===== src/rtl/dual_issue_scheduler.sv =====
// Dual-issue scheduler: sequences the decoded slot pair onto issue lanes, splits hazardous pairs, serializes CSR/system/AMO.
// Optional perf counters (split_cnt, serial_cnt) are built only when SCHED_PERF_CNT_EN is defined.
module dual_issue_scheduler #(
  parameter int REG_ADDR_WIDTH = 5,
  parameter int MEM_PORTS      = 1,
  parameter int CNT_WIDTH      = 32
) (
  input  logic                           clk,
  input  logic                           reset,
  input  logic                           flush,
  input  logic [1:0]                     d_valid,
  input  logic [1:0]                     d_uses_rd,
  input  logic [1:0][REG_ADDR_WIDTH-1:0] d_rd,
  input  logic [1:0]                     d_uses_rs1,
  input  logic [1:0]                     d_uses_rs2,
  input  logic [1:0][REG_ADDR_WIDTH-1:0] d_rs1,
  input  logic [1:0][REG_ADDR_WIDTH-1:0] d_rs2,
  input  logic [1:0]                     d_is_mem,
  input  logic [1:0]                     d_serial,
  input  logic                           issue_ready,
  input  logic                           pipe_empty,
  output logic [1:0]                     issue_valid,
  output logic                           lane0_sel,
  output logic                           decode_stall
`ifdef SCHED_PERF_CNT_EN
  ,
  output logic [CNT_WIDTH-1:0]           split_cnt,
  output logic [CNT_WIDTH-1:0]           serial_cnt
`endif
);

  typedef enum logic [1:0] {PAIR, SECOND, DRAIN} state_e;

  state_e state_q, state_d;
  logic   pend1_q, pend1_d;
  logic   drain_arm_q, drain_arm_d;
  logic   raw_hz, waw_hz, mem_hz, ser_hz, conflict;
  logic   lone_ser;
  logic   split_inc, serial_inc;

  // x0 is never a real destination, so it can never create a RAW or WAW hazard.
  always_comb begin
    raw_hz   = d_uses_rd[0] && (d_rd[0] != '0) &&
               ((d_uses_rs1[1] && (d_rs1[1] == d_rd[0])) ||
                (d_uses_rs2[1] && (d_rs2[1] == d_rd[0])));
    waw_hz   = (&d_uses_rd) && (d_rd[0] == d_rd[1]) && (d_rd[0] != '0);
    mem_hz   = (MEM_PORTS == 1) && (&d_is_mem);
    ser_hz   = |d_serial;
    conflict = raw_hz || waw_hz || mem_hz || ser_hz;
    lone_ser = d_valid[0] ? d_serial[0] : d_serial[1];
  end

  always_comb begin
    issue_valid  = 2'b00;
    lane0_sel    = 1'b0;
    decode_stall = 1'b0;
    state_d      = state_q;
    pend1_d      = pend1_q;
    drain_arm_d  = 1'b0;
    split_inc    = 1'b0;
    serial_inc   = 1'b0;
    if (reset || flush) begin
      state_d = PAIR;
      pend1_d = 1'b0;
    end else begin
      case (state_q)
        PAIR: begin
          if ((d_valid == 2'b11) && conflict) begin
            issue_valid  = 2'b01;
            decode_stall = 1'b1;
            if (issue_ready) begin
              split_inc  = 1'b1;
              serial_inc = d_serial[0];
              if (d_serial[0]) begin
                state_d     = DRAIN;
                pend1_d     = 1'b1;
                drain_arm_d = 1'b1;
              end else begin
                state_d = SECOND;
              end
            end
          end else if (d_valid == 2'b11) begin
            issue_valid  = 2'b11;
            decode_stall = !issue_ready;
          end else if (d_valid != 2'b00) begin
            issue_valid  = 2'b01;
            lane0_sel    = !d_valid[0];
            decode_stall = !issue_ready;
            if (issue_ready && lone_ser) begin
              serial_inc  = 1'b1;
              state_d     = DRAIN;
              pend1_d     = 1'b0;
              drain_arm_d = 1'b1;
            end
          end
        end
        SECOND: begin
          issue_valid  = 2'b01;
          lane0_sel    = 1'b1;
          decode_stall = !issue_ready;
          if (issue_ready) begin
            serial_inc  = d_serial[1];
            pend1_d     = 1'b0;
            state_d     = d_serial[1] ? DRAIN : PAIR;
            drain_arm_d = d_serial[1];
          end
        end
        DRAIN: begin
          decode_stall = 1'b1;
          // The serializing op issued last cycle may not be visible to pipe_empty yet.
          if (!drain_arm_q && pipe_empty) begin
            state_d = pend1_q ? SECOND : PAIR;
            pend1_d = 1'b0;
          end
        end
        default: begin
          state_d = PAIR;
          pend1_d = 1'b0;
        end
      endcase
    end
  end

  always_ff @(posedge clk) begin
    if (reset) begin
      state_q     <= PAIR;
      pend1_q     <= 1'b0;
      drain_arm_q <= 1'b0;
    end else begin
      state_q     <= state_d;
      pend1_q     <= pend1_d;
      drain_arm_q <= drain_arm_d;
    end
  end

`ifdef SCHED_PERF_CNT_EN
  logic [CNT_WIDTH-1:0] split_cnt_q, serial_cnt_q;

  always_ff @(posedge clk) begin
    if (reset) begin
      split_cnt_q  <= '0;
      serial_cnt_q <= '0;
    end else begin
      if (split_inc && !(&split_cnt_q)) split_cnt_q <= split_cnt_q + 1'b1;
      if (serial_inc && !(&serial_cnt_q)) serial_cnt_q <= serial_cnt_q + 1'b1;
    end
  end

  assign split_cnt  = split_cnt_q;
  assign serial_cnt = serial_cnt_q;
`else
  logic [CNT_WIDTH-1:0] unused_cnt_w;
  assign unused_cnt_w = {CNT_WIDTH{split_inc ^ serial_inc}};
`endif

endmodule

===== config.mk =====
export PLATFORM = sky130hd
export DESIGN_NAME = dual_issue_scheduler
export DESIGN_NICKNAME = d
export VERILOG_FILES = /design/src/rtl/dual_issue_scheduler.sv
export SDC_FILE = /design/constraint.sdc
export NUM_CORES = 1
export LEC_CHECK = 0
export CORE_MARGIN = 8
export CORE_UTILIZATION = 29
export CTS_CLUSTER_DIAMETER = 150
export CTS_CLUSTER_SIZE = 24
export DETAILED_ROUTE_END_ITERATION = 7
export PLACE_DENSITY = 0.79
export SKIP_CTS_REPAIR_TIMING = 1
export SYNTH_ARGS = -nofsm -noshare
export SYNTH_HDL_FRONTEND = slang
export SYNTH_SLANG_ARGS = --single-unit

===== constraint.sdc =====
create_clock -name clk -period 2.65 [get_ports clk]
set_clock_uncertainty 0.05 [all_clocks]
set_input_delay 0.3975 -clock clk [delete_from_list [all_inputs] [get_ports clk]]
set_output_delay 0.3975 -clock clk [all_outputs]
set_load 0.01 [all_outputs]

=== Yosys cells after proc, flatten, opt, wreduce, memory -nomap -nowiden ===
Index checks and enable logic that the tools add are counted.

* Register bits: 4
* Output and inout bits: 4
* Word-level logic and storage cells: 86

* Equal/unequal tests: 13
* Mux-type cells: 44
* Reductions and logical operators: 26

{| class="wikitable"
|+ Operator list
! operator !! count
|-
| 1-bit 2-to-1 mux || 26
|-
| 2-bit 2-to-1 mux || 12
|-
| 5-bit equality test || 3
|-
| 3-bit inequality test, second input constant || 5
|-
| 1-bit logical AND || 9
|-
| 7-bit AND reduction || 1
|-
| 1-bit one-hot mux with 3 select lines || 2
|-
| 2-bit one-hot mux with 3 select lines || 1
|-
| 6-bit AND reduction || 1
|-
| 1-bit logical OR || 5
|-
| 5-bit nonzero test || 1
|-
| 2-bit equality test, second input constant || 2
|-
| 2-bit inequality test, second input constant || 2
|-
| 1-bit one-hot mux with 2 select lines || 2
|-
| 2-bit one-hot mux with 2 select lines || 1
|-
| 2-bit AND reduction || 2
|-
| 2-bit OR reduction || 2
|-
| 1-bit logical NOT || 3
|-
| 2-bit by 1-bit equality test with 1-bit output, second input constant || 1
|-
| 2-bit logical NOT || 1
|-
| 2-bit nonzero test || 1
|}

=== Logic depth before layout (Yosys ltp) ===
* Word-level depth: 11
* Gate-level depth with buffers: 7

=== Worst setup path after synthesis ===
No wires, ideal clock.

* Path kind: input to output
* Start point: input d_rd[2] (netlist bit)
* End point: output decode_stall
* Data arrival time: 1.852 ns
* Required time: 2.203 ns
* Path slack: 0.351 ns
* Stages: 6
* Path buffers: 0
* Path through: or4_1 > o21a_1 > a41oi_1 > a21boi_2 > nor2_1 > o311a_1

* Cells in the longest elaborated chain, start to end: 11
* Elaborated cells between the ends (all ways): 18
* Classes of those cells: eq/ne: 3; mux: 3; reduce/logical: 12

{| class="wikitable"
|+ RTL lines
! item !! line !! source
|-
| start: declaration || 13 || <nowiki>input logic [1:0][REG_ADDR_WIDTH-1:0] d_rd,</nowiki>
|-
| 5-bit equality test (on tied branches) || 44, 45 ||
|-
| 1-bit logical AND (on tied branches) || 44, 45 ||
|-
| 1-bit logical OR || 44 || <nowiki>((d_uses_rs1[1] && (d_rs1[1] == d_rd[0])) ||</nowiki>
|-
| 1-bit logical AND || 43 || <nowiki>raw_hz = d_uses_rd[0] && (d_rd[0] != '0) &&</nowiki>
|-
| 1-bit logical OR (*) (3 in series) || 49 || <nowiki>conflict = raw_hz || waw_hz || mem_hz || ser_hz;</nowiki>
|-
| 1-bit logical AND (*) || 68 || <nowiki>if ((d_valid == 2'b11) && conflict) begin</nowiki>
|-
| 1-bit 2-to-1 mux (*) || 68 ||
|-
| 1-bit one-hot mux with 3 select lines (*) || 66 || <nowiki>case (state_q)</nowiki>
|-
| 1-bit 2-to-1 mux (*) || 62 || <nowiki>if (reset || flush) begin</nowiki>
|-
| end: declaration || 24 || <nowiki>output logic decode_stall</nowiki>
|}

Mark *: on every way between the ends. The rest lies on a longest branch, timed or not.

=== Worst setup path after layout ===
* Start point: input d_rd[1] (netlist bit)
* End point: output decode_stall

Same word-level chain as after synthesis.

==> impl_metrics.ini <==
[detailed_routing]
wl_met2_microns = 886
avgViaCountPerCell = 4.75
wire_per_inst_microns = 12.1
maxUsedRoutingLayer = met3
dr.pass1.iters = 2
dr.first_iter.drc_count = 11
wl_met1_microns = 644
drtAntennaViolNets = 0
routed_wl_mm = 1.79
num_vias = 698
wl_met3_microns = 255
remaining_drc_errors = 0

[sta]
setup-violations-final = 0
slew_headroom = 0.779
max_freq_mhz = 397
rsz0062_at_grt = no
finalHoldViolCount = 0
drv_slew = 0
whs_ns = 0.456
worstMarginPinSlew_ns = 0.332
fin_crit_sh = 0.952
fin_tns_setup_ns = 0
setup_ws_ns = 0.128
layout_min_cycle_time_ns = 2.52

[critical_path]
cp_num_buf_inv = 2
worst_ep_required_time_ns = 2.20
r2r_cells = 5
reg2reg_from = state_q[1]$_SDFFE_PP0P_
cpPeakStageDelay_ns = 0.52
path_cells = dlymetal6s2s_1 > or4_1 > o21a_1 > a41oi_2 > a21boi_2 > nor2_1 > o311a_1 > buf_2
critPathKind = primary input to output pin
timing.rr.end = state_q[0]$_SDFFE_PP0P_
cp-end-kind = output pin
rrSetupSlack_ns = 1.33
worstPathArrival_ns = 2.07
cpLargestDelayFamily = compound AO/OA/AOI/OAI gates
critPathMaxFanout = 2
critical_path.slowest_cell = or4_1
crit_path_start_kind = primary input

[floorplan]
ios = 51
core_sq_mm = 0.00171
start_util = 0.306
dieArea_sq_mm = 0.00342
die_x_microns = 58.5
die_h_microns = 58.5
rows = 15

[pwr]
combPwrFrac = 0.485
clockPowerShare = 0.274
leakagePower_nw = 0.468
p_int_w = 0.000199
sw_frac_of_total = 0.276
switching_power_w = 0.0000758
pwr-share-seq = 0.241
vdd_ir_drop_max_mv = 0.146
power_density_mw_per_mm2 = 263

[logic_synthesis]
synth_cell_type_count = 27
yosys-mux-area-fraction = 0
avgSynthCellArea_sq_um = 6.97
synth_warnings = 0
synth_compound_area_frac = 0.273
synth-seq-area-share = 0.153
yosysTopAreaCell = xnor2_1
synth_top_family_by_area = simple AND/OR/NAND/NOR gates
synth_nets = 122
synthAdderAreaFrac = 0
synth_xor_area_frac = 0.251
yosys-top-cells-area = xnor2_1 (18%), dfxtp_1 (15%), xor2_1 (6.7%)
synthArstFlopShare = 0
syn_area_sq_um = 523
synth.top_cell.area_share = 0.184
ys.flop_type = dfxtp_1
syn_inst = 75
synth_edf_count = 0
synth-seq-cells = 4
yosys.area_share.simple = 0.287

[final_layout]
fillers = 148
nets = 171
diodes = 0
area_growth_pct = 99.5
post-route-util = 0.611
drive_above_1_share = 0.156

[place]
port_buffers = 38
place_ws_ns = -0.534
place_congestion = 0.780
hpwl_mm = 1.56

[clock_network]
cts.sinks = 4
cts_tree = yes
clockBufferDepth = 2
clk_pin_slew_ns = 0.04
cts_root_buffer = clkbuf_4
cts_buffers = 3
cts_max_level = 1
insertion_delay_ns = 0.23

[grt]
grt_use_total = 0.109
grt_pass1_wl_mm = 2.95
grt_max_degree = 12
overflow = 0
grt_pass1_vias = 732
antenna_found_initial = 0

[hold_path]
hold_path_class = register to register
min_from = pend1_q$_SDFFE_PP0P_
whs_path_depth = 2
holdPathEnd = pend1_q$_SDFFE_PP0P_

[run]
drv_cap = 0

[status]
status = finished clean
per-stage QoR:
step	power (W)	area, sq um	cells
global route	0.000298	1040	147
global placement	0.000196	991	144
detailed placement	0.000199	991	144
floorplan	0.000117	523	75
CTS	0.000278	1010	147
finish	0.000274	1040	147
registers in the layout (all words and copies together) (netlist names):
signal and cells:
drain_arm_q 1, pend1_q 1, state_q 2
logic make-up (layout without fill, tap and decap cells):
family	after synthesis	count (layout)
AND/OR/NAND/NOR	31	31
AO/OA/AOI/OAI	20	20
XOR/XNOR	15	15
buffers and inverters	5	52
flip-flops	4	4
Yosys cell counts, types with 2 or more instances:
cell      instances
nor3_1            3
o21ai_0           2
dfxtp_1           4
xnor2_1          11
nor2_1            9
o22ai_1           3
clkbuf_1          3
nand2_1           8
inv_1             2
nand2b_1          3
a21oi_1           5
o21a_1            3
xor2_1            4
nand4_1           2
metal layers:
metal,up-vias,track usage
met5,-,0
met4,0,0.0210
met3,0,0.0826
met2,35,0.191
met1,299,0.0986
li1,364,-
worst reg2reg max path: cells and delay by family, from the launching register on:
kind | cells | cell delay [ns]
and+or+nand+nor | 1 | 0.10
AOI/OAI and AO/OA | 4 | 0.59
DFF | 1 | 0.48
area by class of cell:
type,count,area (sq um),area share
sequential,4,80.1,0.0767
inverter,2,7.51,0.00719
clock buffer,3,22.5,0.0216
multi-input combinational,66,444,0.426
tap,25,31.3,0.0300
timing repair buffer,47,458,0.439
power groups by stage:
stage	Combinational, W	Clock, W	Sequential [W]
2_1_floorplan	0.0000531	0	0.0000643
3_3_place_gp	0.000130	0	0.0000668
3_5_place_dp	0.000132	0	0.0000669
4_1_cts	0.000132	0.0000793	0.0000660
5_1_grt	0.000146	0.0000857	0.0000666
6_report	0.000133	0.0000751	0.0000661
placed cells by master (no fill, tap or decap), drive strengths merged:
master / instances
a211o: 1
a21boi: 1
a21oi: 5
a41oi: 1
and2: 1
and3: 1
buf: 10
clkbuf: 3
clkdlybuf4s50: 31
dfxtp: 4
dlymetal6s2s: 6
inv: 2
nand2: 8
nand2b: 3
nand4: 2
nor2: 9
nor2b: 1
nor3: 3
nor4: 1
o211a: 1
o211ai: 1
o21a: 3
o21ai: 2
o22a: 1
o22ai: 3
o311a: 1
or3: 1
or4: 1
xnor2: 11
xor2: 4
worst max-delay path by stage:
stage | start | end | slack (ns) | cells after the start
after floorplan | d_rd[2] | decode_stall | 0.35 | 6
after global placement | d_rd[2] | decode_stall | -0.53 | 8
after detailed placement | d_rd[2] | decode_stall | -0.53 | 8
after CTS | d_rd[2] | decode_stall | -0.54 | 8
after global routing | d_rd[1] | decode_stall | 0.008 | 8
final | d_rd[1] | decode_stall | 0.13 | 8
No activity file was read; power rests on OpenSTA's default activity.
